### config.mk
export PLATFORM = sky130hd
export DESIGN_NAME = imem_loader
export DESIGN_NICKNAME = d
export VERILOG_FILES = /design/src/rtl/imem_loader.sv
export SDC_FILE = /design/constraint.sdc
export NUM_CORES = 1
export LEC_CHECK = 0
export BUFFER_PORTS_ARGS = -buffer_cell sky130_fd_sc_hd__buf_2
export CORE_MARGIN = 10
export CORE_UTILIZATION = 50
export DETAILED_ROUTE_END_ITERATION = 12
export GPL_ROUTABILITY_DRIVEN = 1
export HOLD_SLACK_MARGIN = 0.05
export PLACE_DENSITY = 0.75
export SLEW_MARGIN = 20
export SYNTH_ARGS = -nofsm -noshare
export SYNTH_HDL_FRONTEND = slang
export SYNTH_SLANG_ARGS = --single-unit
### constraint.sdc
create_clock -name i_clk -period 3.1 [get_ports i_clk]
set_input_delay 0.31 -clock i_clk [delete_from_list [all_inputs] [get_ports i_clk]]
set_output_delay 0.31 -clock i_clk [all_outputs]
set_load 0.02 [all_outputs]
### src/rtl/imem_loader.sv
// Program loader: assembles a big-endian byte stream into 32-bit words and writes them
// into instruction memory while holding the CPU. Optional checksum: IMEM_LOADER_CHECKSUM_EN.
module imem_loader #(
  parameter int          DEPTH_WORDS = 256,
  parameter logic [31:0] BASE_ADDR   = 32'h0,
  localparam int         CW          = $clog2(DEPTH_WORDS + 1)
) (
  input  logic          i_clk,
  input  logic          i_reset,
  input  logic          i_start,
  input  logic          i_byte_valid,
  input  logic [7:0]    i_byte,
  input  logic          i_byte_last,
  output logic          o_byte_ready,
  output logic          o_imem_write,
  output logic [31:0]   o_imem_addr,
  output logic [31:0]   o_imem_data,
  output logic          o_cpu_hold,
  output logic          o_done,
  output logic          o_overflow,
  output logic [CW-1:0] o_word_count,
  output logic          o_csum_err
);

  typedef enum logic [1:0] {IDLE, RECV, WRITE, DONE} state_t;

  state_t        state_q, state_d;
  logic [31:0]   buf_q, buf_d;
  logic [1:0]    bcnt_q, bcnt_d;
  logic          last_q, last_d;
  logic [CW-1:0] cnt_q, cnt_d;
  logic          ready_q, ready_d;
  logic          write_q, write_d;
  logic [31:0]   addr_q, addr_d;
  logic [31:0]   data_q, data_d;
  logic          hold_q, hold_d;
  logic          done_q, done_d;
  logic          ovf_q, ovf_d;
`ifdef IMEM_LOADER_CHECKSUM_EN
  logic [7:0]    sum_q, sum_d;
  logic [7:0]    sum_next;
  logic          bad_q, bad_d;
  logic          cerr_q, cerr_d;
`endif

  logic          accept;
  logic          fire;
  logic [31:0]   shifted;
  logic [31:0]   word;

  // Left-justify the n most recently shifted-in bytes, zero-filling the low bytes.
  function automatic logic [31:0] justify(input logic [31:0] w, input logic [2:0] n);
    case (n)
      3'd1:    justify = {w[7:0], 24'h0};
      3'd2:    justify = {w[15:0], 16'h0};
      3'd3:    justify = {w[23:0], 8'h0};
      default: justify = w;
    endcase
  endfunction

  always_comb begin
    state_d = state_q;
    buf_d   = buf_q;
    bcnt_d  = bcnt_q;
    last_d  = last_q;
    cnt_d   = cnt_q;
    ready_d = ready_q;
    write_d = 1'b0;
    addr_d  = addr_q;
    data_d  = data_q;
    hold_d  = hold_q;
    done_d  = done_q;
    ovf_d   = ovf_q;
`ifdef IMEM_LOADER_CHECKSUM_EN
    sum_d    = sum_q;
    bad_d    = bad_q;
    cerr_d   = cerr_q;
    sum_next = sum_q + i_byte;
`endif
    fire    = 1'b0;
    word    = 32'h0;
    shifted = {buf_q[23:0], i_byte};
    accept  = (state_q == RECV) && i_byte_valid && ready_q;

    case (state_q)
      IDLE, DONE: begin
        if (i_start) begin
          state_d = RECV;
          ready_d = 1'b1;
          hold_d  = 1'b1;
          done_d  = 1'b0;
          ovf_d   = 1'b0;
          cnt_d   = '0;
          bcnt_d  = 2'd0;
          last_d  = 1'b0;
          buf_d   = 32'h0;
`ifdef IMEM_LOADER_CHECKSUM_EN
          sum_d   = 8'h0;
          bad_d   = 1'b0;
          cerr_d  = 1'b0;
`endif
        end
      end
      RECV: begin
        if (accept) begin
`ifdef IMEM_LOADER_CHECKSUM_EN
          if (i_byte_last) begin
            // Checksum byte carries no data: flush whatever is pending.
            last_d = 1'b1;
            bad_d  = (sum_next != 8'h00);
            if (bcnt_q == 2'd0) begin
              state_d = DONE;
              ready_d = 1'b0;
              hold_d  = 1'b0;
              done_d  = 1'b1;
              cerr_d  = (sum_next != 8'h00);
            end else begin
              fire = 1'b1;
              word = justify(buf_q, {1'b0, bcnt_q});
            end
          end else begin
            sum_d  = sum_next;
            buf_d  = shifted;
            bcnt_d = bcnt_q + 2'd1;
            if (bcnt_q == 2'd3) begin
              fire = 1'b1;
              word = shifted;
            end
          end
`else
          last_d = i_byte_last;
          buf_d  = shifted;
          bcnt_d = bcnt_q + 2'd1;
          if (i_byte_last || (bcnt_q == 2'd3)) begin
            fire = 1'b1;
            word = justify(shifted, {1'b0, bcnt_q} + 3'd1);
          end
`endif
        end
      end
      WRITE: begin
        if (last_q) begin
          state_d = DONE;
          hold_d  = 1'b0;
          done_d  = 1'b1;
`ifdef IMEM_LOADER_CHECKSUM_EN
          cerr_d  = bad_q;
`endif
        end else begin
          state_d = RECV;
          ready_d = 1'b1;
        end
      end
      default: state_d = IDLE;
    endcase

    // A completed word either overflows the target memory or is written out.
    if (fire) begin
      bcnt_d  = 2'd0;
      ready_d = 1'b0;
      if (cnt_q == CW'(DEPTH_WORDS)) begin
        state_d = DONE;
        hold_d  = 1'b0;
        done_d  = 1'b1;
        ovf_d   = 1'b1;
      end else begin
        state_d = WRITE;
        write_d = 1'b1;
        addr_d  = BASE_ADDR + (32'(cnt_q) << 2);
        data_d  = word;
        cnt_d   = cnt_q + 1'b1;
      end
    end
  end

  always_ff @(posedge i_clk or posedge i_reset) begin
    if (i_reset) begin
      state_q <= IDLE;
      buf_q   <= 32'h0;
      bcnt_q  <= 2'd0;
      last_q  <= 1'b0;
      cnt_q   <= '0;
      ready_q <= 1'b0;
      write_q <= 1'b0;
      addr_q  <= BASE_ADDR;
      data_q  <= 32'h0;
      hold_q  <= 1'b1;
      done_q  <= 1'b0;
      ovf_q   <= 1'b0;
`ifdef IMEM_LOADER_CHECKSUM_EN
      sum_q   <= 8'h0;
      bad_q   <= 1'b0;
      cerr_q  <= 1'b0;
`endif
    end else begin
      state_q <= state_d;
      buf_q   <= buf_d;
      bcnt_q  <= bcnt_d;
      last_q  <= last_d;
      cnt_q   <= cnt_d;
      ready_q <= ready_d;
      write_q <= write_d;
      addr_q  <= addr_d;
      data_q  <= data_d;
      hold_q  <= hold_d;
      done_q  <= done_d;
      ovf_q   <= ovf_d;
`ifdef IMEM_LOADER_CHECKSUM_EN
      sum_q   <= sum_d;
      bad_q   <= bad_d;
      cerr_q  <= cerr_d;
`endif
    end
  end

  assign o_byte_ready = ready_q;
  assign o_imem_write = write_q;
  assign o_imem_addr  = addr_q;
  assign o_imem_data  = data_q;
  assign o_cpu_hold   = hold_q;
  assign o_done       = done_q;
  assign o_overflow   = ovf_q;
  assign o_word_count = cnt_q;
`ifdef IMEM_LOADER_CHECKSUM_EN
  assign o_csum_err   = cerr_q;
`else
  assign o_csum_err   = 1'b0;
`endif

endmodule

* Word level (Yosys, flattened, before mapping) *
Index checks and enable logic that the tools add are counted.
Widths: inputs -> output; s select.

cells by class
  $add $sub $neg = 3
  equality and inequality tests = 13
  mux-type cells = 46
  bitwise logic cells = 1
  reduce and logical (&&, ||, !) cells = 13

operator list
  cell                 number
  $mux 32              3
  $pmux 32 s3          1
  $mux 24              2
  $pmux 24 s2          1
  $mux 9               4
  $mux 1               23
  $mux 2               6
  $add 9x1->9 const B  1
  $eq 9x9->1 const B   1
  $ne 3x3->1 const B   3
  $reduce_and 3->1     3
  $pmux 1 s2           4
  $pmux 2 s2           2
  $eq 2x2->1 const B   3
  $eq 3x2->1 const B   2
  $reduce_bool 3->1    2
  $ne 2x2->1 const B   2
  $reduce_and 2->1     2
  $add 2x1->3 const B  1
  $eq 3x1->1 const B   1
  $add 2x1->2 const B  1
  $eq 2x1->1 const B   1
  $logic_and 1x1->1    2
  $logic_not 2->1      1
  4 further kinds      4

storage, ports and cells
  word-level logic and storage cells = 88
  flip-flop bits (word level) = 84
  output and inout port bits = 79

* Logic depth before layout (Yosys ltp) *
Gate-level depths: netlist of run 1.

  depth after elaboration = 7
  mapped depth = 9
  depth with buffers taken out = 7

* Least setup slack after synthesis of run 1 *
Ideal clock, no wire load.

  kind = reg2reg
  start point = register state_q[1]
  end point = register cnt_q[3], in the netlist o_word_count[3]
  setup time = 0.126 ns
  stages on the path, launching flop included = 9
  period minus slack after synthesis = 1.757 ns
  slack = 1.343 ns
  arrival = 1.631 ns
  path buffers = 1
  cells stage by stage = dfrtp_1 -> inv_1 -> ha_1 -> buf_4 -> o2111ai_4 -> a41o_2 -> inv_2 -> a21oi_2 -> a221o_1

on the way
  longest elaborated chain between the ends = 6
  elaborated cells on any way between the ends = 11
  classes of those cells = eq/ne: 2; mux: 5; reduce/logical: 4

ends and longest elaborated chain
  what                            line    source
  from (decl)                     27      state_t state_q, state_d;
  from (signal assigned)          196     state_q <= state_d;
  $eq 2x1->1                      83, 85
  $logic_and 1x1->1 (2 in a row)  83      accept = (state_q == RECV) && i_byte_valid && ready_q;
  $mux 1                          105     if (accept) begin
  $mux 1                          85      case (state_q)
  $mux 9 (*)                      158     if (fire) begin
  named net cnt_d[3]              31      logic [CW-1:0] cnt_q, cnt_d;
  to (signal assigned)            200     cnt_q <= cnt_d;
  to (decl)                       31

Mark *: on every way through the listed nets, which the timed path passes. The rest lies on a longest branch.
A chain may end at the register's enable or synchronous reset.

* Worst setup path after layout of run 1 *
  start point = register bcnt_q[0]
  end point = register cnt_q[7], in the netlist o_word_count[7]

on the way
  longest elaborated chain between the ends = 6

ends and longest elaborated chain
  what                    line  source
  from (decl)             29    logic [1:0] bcnt_q, bcnt_d;
  from (signal assigned)  198   bcnt_q <= bcnt_d;
  $eq 2x2->1              134   if (i_byte_last || (bcnt_q == 2'd3)) begin
  $logic_or 1x1->1        134
  $mux 1                  134
  $mux 1                  105
  $mux 1                  85
  $mux 9                  158
  named net cnt_d[7]      31

The timed path passes the listed nets, and every way through them passes these cells.

==> run metrics, run 1 <==
status complete, no violations; GPL Wtd Cong 0.825; non-filler instance count after layout 635; final setup violation count 0; routed via count 3,314; vias per cell 5.22; Crit. End Element register; Fill cells 787; Post-Place Cell Area 0.00442 mm²; Rows 33; Clk Latency, worst-skew pair 0.36 ns; port bufs 67; Hold Slack 0.0649 ns; most common library cells after synthesis nand2_1 (125), dfrtp_1 (83), o21ai_0 (59), a21oi_1 (27), nor2_1 (27); TNS Setup 0 ns; Synth Cell Area 0.00413 mm²; CP startpoint kind register; first-pass GRT wire length 16,100 µm; Top Ports 92; sequential fraction of the synthesis area 50.9%; Async SR Flop Fraction 100%; Layout Skew 0.00938 ns; width of the die 111 µm; first drt pass iteration count 6; Worst Hold Class in2async; Worst Path Max Fanout 74; period utilization 72.6%; Post-synth EDFFs 0; placed cells 619; DP HPWL 6910 µm; post-synth top area cell dfrtp_1; Max-Cap Viols 0; P&R area growth vs syn 11.4%; Inserted Diodes 0; WP data arrival 2.49 ns; drt drc 0; nets@finish 547; pin count of the biggest net entering global routing 75; Cells after Synth 473; synth unique cells 42; antenna violations before repair 0; Tmin final 2.25 ns; gr usage total 15.6%; design area 0.00460 mm²; top_reg_cell synth dfrtp_1; Pwr per Cell Area 420 mW/mm²; Max H-tree Level 3; top post-synthesis cells by area dfrtp_1 (50%), nand2_1 (11%), o21ai_0 (7.1%); Hold Fails Final Rpt 0; Die Area 0.0123 mm²; Yosys top cell area share 50.3%; Antenna Nets Post-Route 0; most common cell in the synthesized netlist nand2_1; Yosys warnings 0; P_leak 2.40 nW; CTS Buffer Depth 2; drt wl/cell 15.3 µm; peak supply drop 193 µV; DRT iter0 DRCs 211; synthesized flop and latch total 84; drt total wl 9700 µm; Slew Viols, Final 0; CTS tree yes; post-cts resize count 0; CTS sink cnt 84; CTS root buf clkbuf_8; hold_buf cts 0; layout cells sized above 1 17.7%; WP data required 3.34 ns; register area 0.00210 mm²; post-route worst setup slack 0.848 ns; Setup Buffers After CTS 0; Num CTS Buffers 9; worst setup path category reg2reg; core footprint 0.00813 mm²; Slew @ Worst Pin 0.799 ns; grt ovf 0; syn_area_per_cell 8.74 µm²; initial core utilization 50.8%; Fmax 444 MHz; number of global-route vias before repair 3,126; Die Y 111 µm; dpl ws 0.850 ns; multi-input logic area 0.00176 mm²; RSZ-0062 raised after global routing false; Slew HR 46.8%; Reg clk slew, reported paths 0.09 ns
## cell usage in the layout, fill, tap and decap left out, drive strengths merged, types with 2 or more instances in the layout
cell type	count
ha	9
a22oi	8
and3	6
nand3	18
nand2	125
nor2b	5
o22ai	2
a21o	2
nor3	3
clkbuf	12
nand4	3
o21a	2
conb	24
o21ai	60
inv	10
a222oi	8
dfrtp	83
a21oi	28
nor2	27
a211o	3
buf	73
clkinvlp	2
## where the power goes
part	internal (mW)	leakage [nW]	switching [mW]
clock	0.372	0.0866	0.386
combinational	0.0144	1.15	0.0661
sequential	1.09	1.17	0
total	1.48	2.40	0.452
## final timing paths
path / from / end / slack (ns) / cells after the start
max: bcnt_q[0] / o_word_count[7] / 0.85 / 6
min: i_reset / o_imem_data[24] / 0.06 / 2
max reg2reg: bcnt_q[0] / o_word_count[7] / 0.85 / 6
min reg2reg: o_imem_data[1] / o_imem_data[1] / 0.46 / 2
max in group asynchronous: i_reset / o_imem_addr[2] / 2.34 / 3
min in group i_clk: i_byte_last / last_q / 0.24 / 3
## metal layers
layer | GRT usage [%] | vias to the layer above | routed length, µm
li1 | - | 1663 | -
met1 | 21.4 | 1533 | 4540
met3 | 5.30 | 10 | 762
met4 | 4.86 | 0 | 144
met5 | 0 | - | 0
met2 | 22.6 | 108 | 4260
## cell type report
class | instances | area share (%)
sequential | 84 | 45.7
multi-input combinational | 347 | 38.3
timing repair buffer | 73 | 8.27
clock buffer | 12 | 2.94
tap | 105 | 2.85
clock inverter | 4 | 1.09
inverter | 10 | 0.870
## worst max-delay path, stage by stage (launching register included)
cell and delay [ns]:
dfrtp_1 0.43, ha_1 0.26, o2111ai_4 0.35, a41o_2 0.18, buf_4 0.51, nor3_1 0.11
a211o_1 0.30
## state kept, by name (all words and copies together) (netlist names)
signal        cells
o_imem_data      32
buf_q            24
o_imem_addr       9
o_word_count      9
bcnt_q            2
state_q           2
last_q            1
o_byte_ready      1
o_cpu_hold        1
o_done            1
o_imem_write      1
o_overflow        1
## stage by stage
step	util (%)	total power, mW
after floorplan	-	1.19
after global placement	54.3	1.20
after detailed placement	54.3	1.20
after CTS	56.6	1.94
after global routing	56.6	2.00
final	56.6	1.93
## cell families after synthesis
logic type	synth area share (%)
compound gates	17.7
xor+xnor	0.212
fa+ha+maj	2.72
buf+inv	8.66
flops	50.9
mux	0.242
other cells	0.0907
simple gates	19.4
No activity file was read; power rests on OpenSTA's default activity.
==> run 2: changes to the inputs <==
- CORE_UTILIZATION: 50 -> 49
- PLACE_DENSITY: 0.75 -> 0.76
- clock period: 3.1 -> 2 ns (I/O delays scaled with it)
==> run metrics, run 2 (synthesis results as in run 1) <==
status complete, no violations; first-pass GRT wire length 16,400 µm (+2.1%); commonest non-fill, non-tap cell in the layout nand2_1; Pwr per Cell Area 652 mW/mm² (+55%); width of the die 112 µm (+0.83%); Max H-tree Level 3 (unchanged); P&R area growth vs syn 16.1%; Hold Fails Final Rpt 0 (unchanged); max reg flops 32 (unchanged); GPL Wtd Cong 0.865 (+4.9%); Antenna Nets Post-Route 0 (unchanged); core footprint 0.00822 mm² (+1.0%); Layout Skew 0.00848 ns (-0.000905 ns); routed via count 3,473 (+4.8%); CP startpoint kind register; pin count of the biggest net entering global routing 75 (unchanged); CTS sink cnt 84 (unchanged); Slew @ Worst Pin 0.699 ns (-0.0995 ns); RSZ-0062 raised after global routing false; Slew Viols, Final 0 (unchanged); DP HPWL 7260 µm (+5.0%); Top Ports 92 (unchanged); Crit. End Element register; grt ovf 0 (unchanged); drt total wl 10,100 µm (+4.0%); number of global-route vias before repair 3,300 (+5.6%); initial core utilization 50.3% (-0.51 points); drt wl/cell 15.6 µm (+2.1%); commonest non-fill, non-tap cells in the layout nand2_1 (125), dfrtp_1 (83), buf_2 (67), o21ai_0 (59); antenna violations before repair 0 (unchanged); gr usage total 15.7% (+0.10 points); Die Y 112 µm (+0.83%); P_leak 2.51 nW (+4.4%); Die Area 0.0125 mm² (+1.7%); Final Util 58.4% (+1.8 points); Tmin final 1.86 ns (-0.389 ns); Slew HR 53.3% (+6.5 points); Clk Latency, worst-skew pair 0.35 ns (about the same); port bufs 67 (unchanged); Max-Cap Viols 0 (unchanged); CP peak stage delay 0.41 ns (-0.10 ns); Rows 33 (unchanged); Fmax 537 MHz (+21%); critical-path cell list inv_1 -> ha_1 -> o2111ai_4 -> a41o_2 -> inv_6 -> a21oi_2 -> a221o_1; CTS tree yes; Worst Path Max Fanout 18 (-76%); period utilization 93.2% (+21 points); nets@finish 561 (+2.6%); CTS Buffer Depth 2 (unchanged); DRT iter0 DRCs 291 (+38%); drt drc 0 (unchanged); vias per cell 5.37 (+2.9%); layout cells sized above 1 19.7% (+2.0 points); Crit-path slowest cell dfrtp_1; CTS root buf clkbuf_8; WP data arrival 2.10 ns (-0.39 ns); final setup violation count 0 (unchanged); R2R setup slack 0.14 ns (-0.71 ns); Reg clk slew, reported paths 0.08 ns (about the same); first drt pass iteration count 5 (-1); Fill cells 710 (-9.8%); Worst Hold Class in2reg; Setup Buffers After CTS 0 (unchanged); worst setup path category reg2reg; Hold Slack 0.150 ns (+0.0847 ns); Inserted Diodes 0 (unchanged); WP data required 2.24 ns (-1.10 ns); peak supply drop 354 µV (+83%); TNS Setup 0 ns (unchanged); Num CTS Buffers 9 (unchanged)
==> run 2: final cells by class <==
cell class | instances | area [µm²] | share of cell area (%)
Sequential cell | 84 | 2100 | 43.8
Multi-Input combinational cell | 347 | 1770 | 36.8
Timing Repair Buffer | 87 | 546 | 11.4
Clock buffer | 12 | 145 | 3.02
Tap cell | 105 | 131 | 2.74
Clock inverter | 2 | 60.1 | 1.25
Inverter | 10 | 46.3 | 0.965
==> run 2: per-stage QoR <==
| stage | cell area [µm²] | worst slack (ns) | power [mW] | cells |
|---|---|---|---|---|
| floorplan | 4220 | 0.243 | 1.85 | 496 |
| global placement | 4570 | 0.165 | 1.86 | 632 |
| detailed placement | 4570 | 0.0818 | 1.86 | 632 |
| CTS | 4780 | 0.0408 | 3.14 | 647 |
| global route | 4800 | 0.0218 | 3.22 | 647 |
| finish | 4800 | 0.137 | 3.13 | 647 |
==> run 2: timing repair <==
action                                  in CTS  in global routing
hold endpoints to repair                    27                  0
hold buffers                                 1                  0
gates resized for setup                      0                  6
endpoints found under the setup margin       0                  6
==> run 2: layer usage <==
metal  track usage (%)  wire length, µm  up-vias
met5                 0                0        -
met4              7.20              202        0
met3              3.38              702       15
met2              24.4             4680      128
met1              20.6             4510     1637
li1                  -                -     1693
==> run 2: critical path, delay by kind of cell (launching register included) <==
family	cells	cell delay [ns]
fa+ha+maj	1	0.23
buf+inv	2	0.21
flops	1	0.41
compound gates	4	0.91
==> run 2: where the power goes <==
part           total, mW  internal, mW  switching (mW)
Clock               1.30         0.726           0.575
Sequential          1.70          1.70               0
Combinational      0.131        0.0263           0.105
==> run 2: path summary, 6_finish.rpt <==
check	start	end	cells after the start
max reg2reg	state_q[1]	o_word_count[3]	7
min reg2reg	o_imem_data[6]	o_imem_data[6]	2
min	i_byte[6]	buf_q[6]	3
max in group asynchronous	i_reset	o_imem_data[1]	4
max	state_q[1]	o_word_count[3]	7
min in group asynchronous	i_reset	o_imem_data[18]	3
==> run 3: changes to the inputs <==
- CORE_ASPECT_RATIO: unset -> 0.6
==> run metrics, run 3 (synthesis results as in run 1) <==
status complete, no violations; Inserted Diodes 0 (unchanged); Clock Power Share 48.4% (+6.8 points); P&R area growth vs syn 18.6%; P_leak 2.56 nW (+2.3%); internal power 2.71 mW (+11%); Max H-tree Level 3 (unchanged); drt drc 0 (unchanged); Clk Latency, worst-skew pair 0.35 ns (about the same); commonest non-fill, non-tap cells in the layout nand2_1 (125), dfrtp_1 (83), buf_2 (67), o21ai_0 (59); routed via count 3,514 (+1.2%); multi-input logic area 0.00176 mm² (-0.21%); final setup violation count 0 (unchanged); Antenna Nets Post-Route 0 (unchanged); WP data required 2.23 ns (about the same); Setup Buffers After CTS 0 (unchanged); Die Area 0.0126 mm² (+0.96%); width of the die 139 µm (+24%); WP data arrival 2.11 ns (about the same); CTS sink cnt 84 (unchanged); period utilization 94.0% (+0.87 points); first-pass GRT wire length 18,200 µm (+11%); Crit. End Element register; Hold Fails Final Rpt 0 (unchanged); Fmax 532 MHz (-0.92%); Switch Pwr 839 µW (+23%); first drt pass iteration count 8 (+3); initial core utilization 51.4% (+1.1 points); Final Util 61.0% (+2.6 points); antenna violations before repair 0 (unchanged); worst setup path category reg2reg; Slew HR 58.8% (+5.5 points); RSZ-0062 raised after global routing false; pin count of the biggest net entering global routing 75 (unchanged); grt ovf 0 (unchanged); Sw Ratio 23.6% (+1.9 points); DP HPWL 8360 µm (+15%); sequential share of power 47.8% (-6.4 points); Slew @ Worst Pin 0.617 ns (-0.0818 ns); Reg clk slew, reported paths 0.06 ns (-0.02 ns); Top Ports 92 (unchanged); number of global-route vias before repair 3,235 (-2.0%); worst-case reg-to-reg path depth 6 (-1); Worst Hold Class in2reg; Pwr per Cell Area 725 mW/mm² (+11%); drt wl/cell 17.1 µm (+9.6%); Combinational Power Share 3.8% (-0.4 points); register area 0.00210 mm² (unchanged); GPL Wtd Cong 0.887 (+2.6%); CTS root buf clkbuf_16; Slew Viols, Final 0 (unchanged); Rows 25 (-24%); CP startpoint kind register; Num CTS Buffers 9 (unchanged); core footprint 0.00804 mm² (-2.2%); Die Y 91.1 µm (-19%); Hold Crit Depth 3 (unchanged); Post-Place Cell Area 0.00458 mm² (+0.41%); Max-Cap Viols 0 (unchanged); TNS Setup 0 ns (unchanged); design area 0.00490 mm² (+2.2%); commonest non-fill, non-tap cell in the layout nand2_1; Worst Path Max Fanout 14 (-4); peak supply drop 363 µV (+2.6%); layout cells sized above 1 20.7% (+0.95 points); DRT iter0 DRCs 354 (+22%); gr usage total 17.8% (+2.1 points); Tmin final 1.88 ns (+0.0173 ns); CTS Buffer Depth 2 (unchanged); drt total wl 11,200 µm (+11%); nets@finish 563 (+0.36%); max reg flops 32 (unchanged); port bufs 67 (unchanged); Layout Skew 0.00868 ns (+0.000202 ns); Fill cells 708 (-0.28%); CTS tree yes; vias per cell 5.37 (about the same)
[run 3: area by class of cell]
class / instances / area share (%)
sequential: 84 / 42.9
multi-input combinational: 347 / 36.0
timing repair buffer: 89 / 11.3
clock buffer: 9 / 4.59
tap: 108 / 2.76
clock inverter: 7 / 1.66
inverter: 10 / 0.842
[run 3: power by group through the flow]
stage	sequential, mW	combinational [mW]	clock (mW)
6_report	1.70	0.136	1.72
3_5_place_dp	1.73	0.133	0
4_1_cts	1.70	0.134	1.74
5_1_grt	1.70	0.152	1.81
2_1_floorplan	1.73	0.117	0
3_3_place_gp	1.73	0.131	0
[run 3: routing by layer]
layer	wire (µm)	share of wire, %	track usage (%)	vias to the layer above
met5	0	0	0	-
met4	102	0.91	4.20	0
li1	-	-	-	1697
met3	1340	12	7.12	13
met2	4470	40	23.4	174
met1	5270	47	26.2	1630
[run 3: per-stage QoR]
stage                     hold slack [ns]  total power, mW  setup WS (ns)  cells
after floorplan                     0.333             1.85          0.243    496
after global placement              0.290             1.86          0.194    637
after detailed placement            0.302             1.86          0.137    637
after CTS                           0.144             3.57          0.122    654
after global routing                0.150             3.66        0.00515    654
final                               0.148             3.55          0.120    654
[run 3: critical path, cell delays in order (launching register included)]
cell       delay (ns)
dfrtp_1          0.41
ha_1             0.25
o2111ai_4        0.14
a41o_2           0.29
inv_2            0.20
a21oi_2          0.12
a221o_1          0.36
[run 3: path summary, 6_finish.rpt]
kind,startpoint,to,slack [ns]
hold / removal,i_byte_last,last_q,0.15
setup reg to reg,bcnt_q[1],o_word_count[3],0.12
max in group asynchronous,i_reset,o_cpu_hold,0.84
min in group asynchronous,i_reset,o_imem_addr[3],0.47
hold reg to reg,o_overflow,o_overflow,0.47
setup / recovery,bcnt_q[1],o_word_count[3],0.12
[run 3: repair_timing]
| action | CTS | global route |
|---|---|---|
| hold buffers | 1 | 0 |
| gates resized for setup | 0 | 1 |
| endpoints found under the setup margin | 0 | 1 |
| hold endpoints to repair | 24 | 0 |
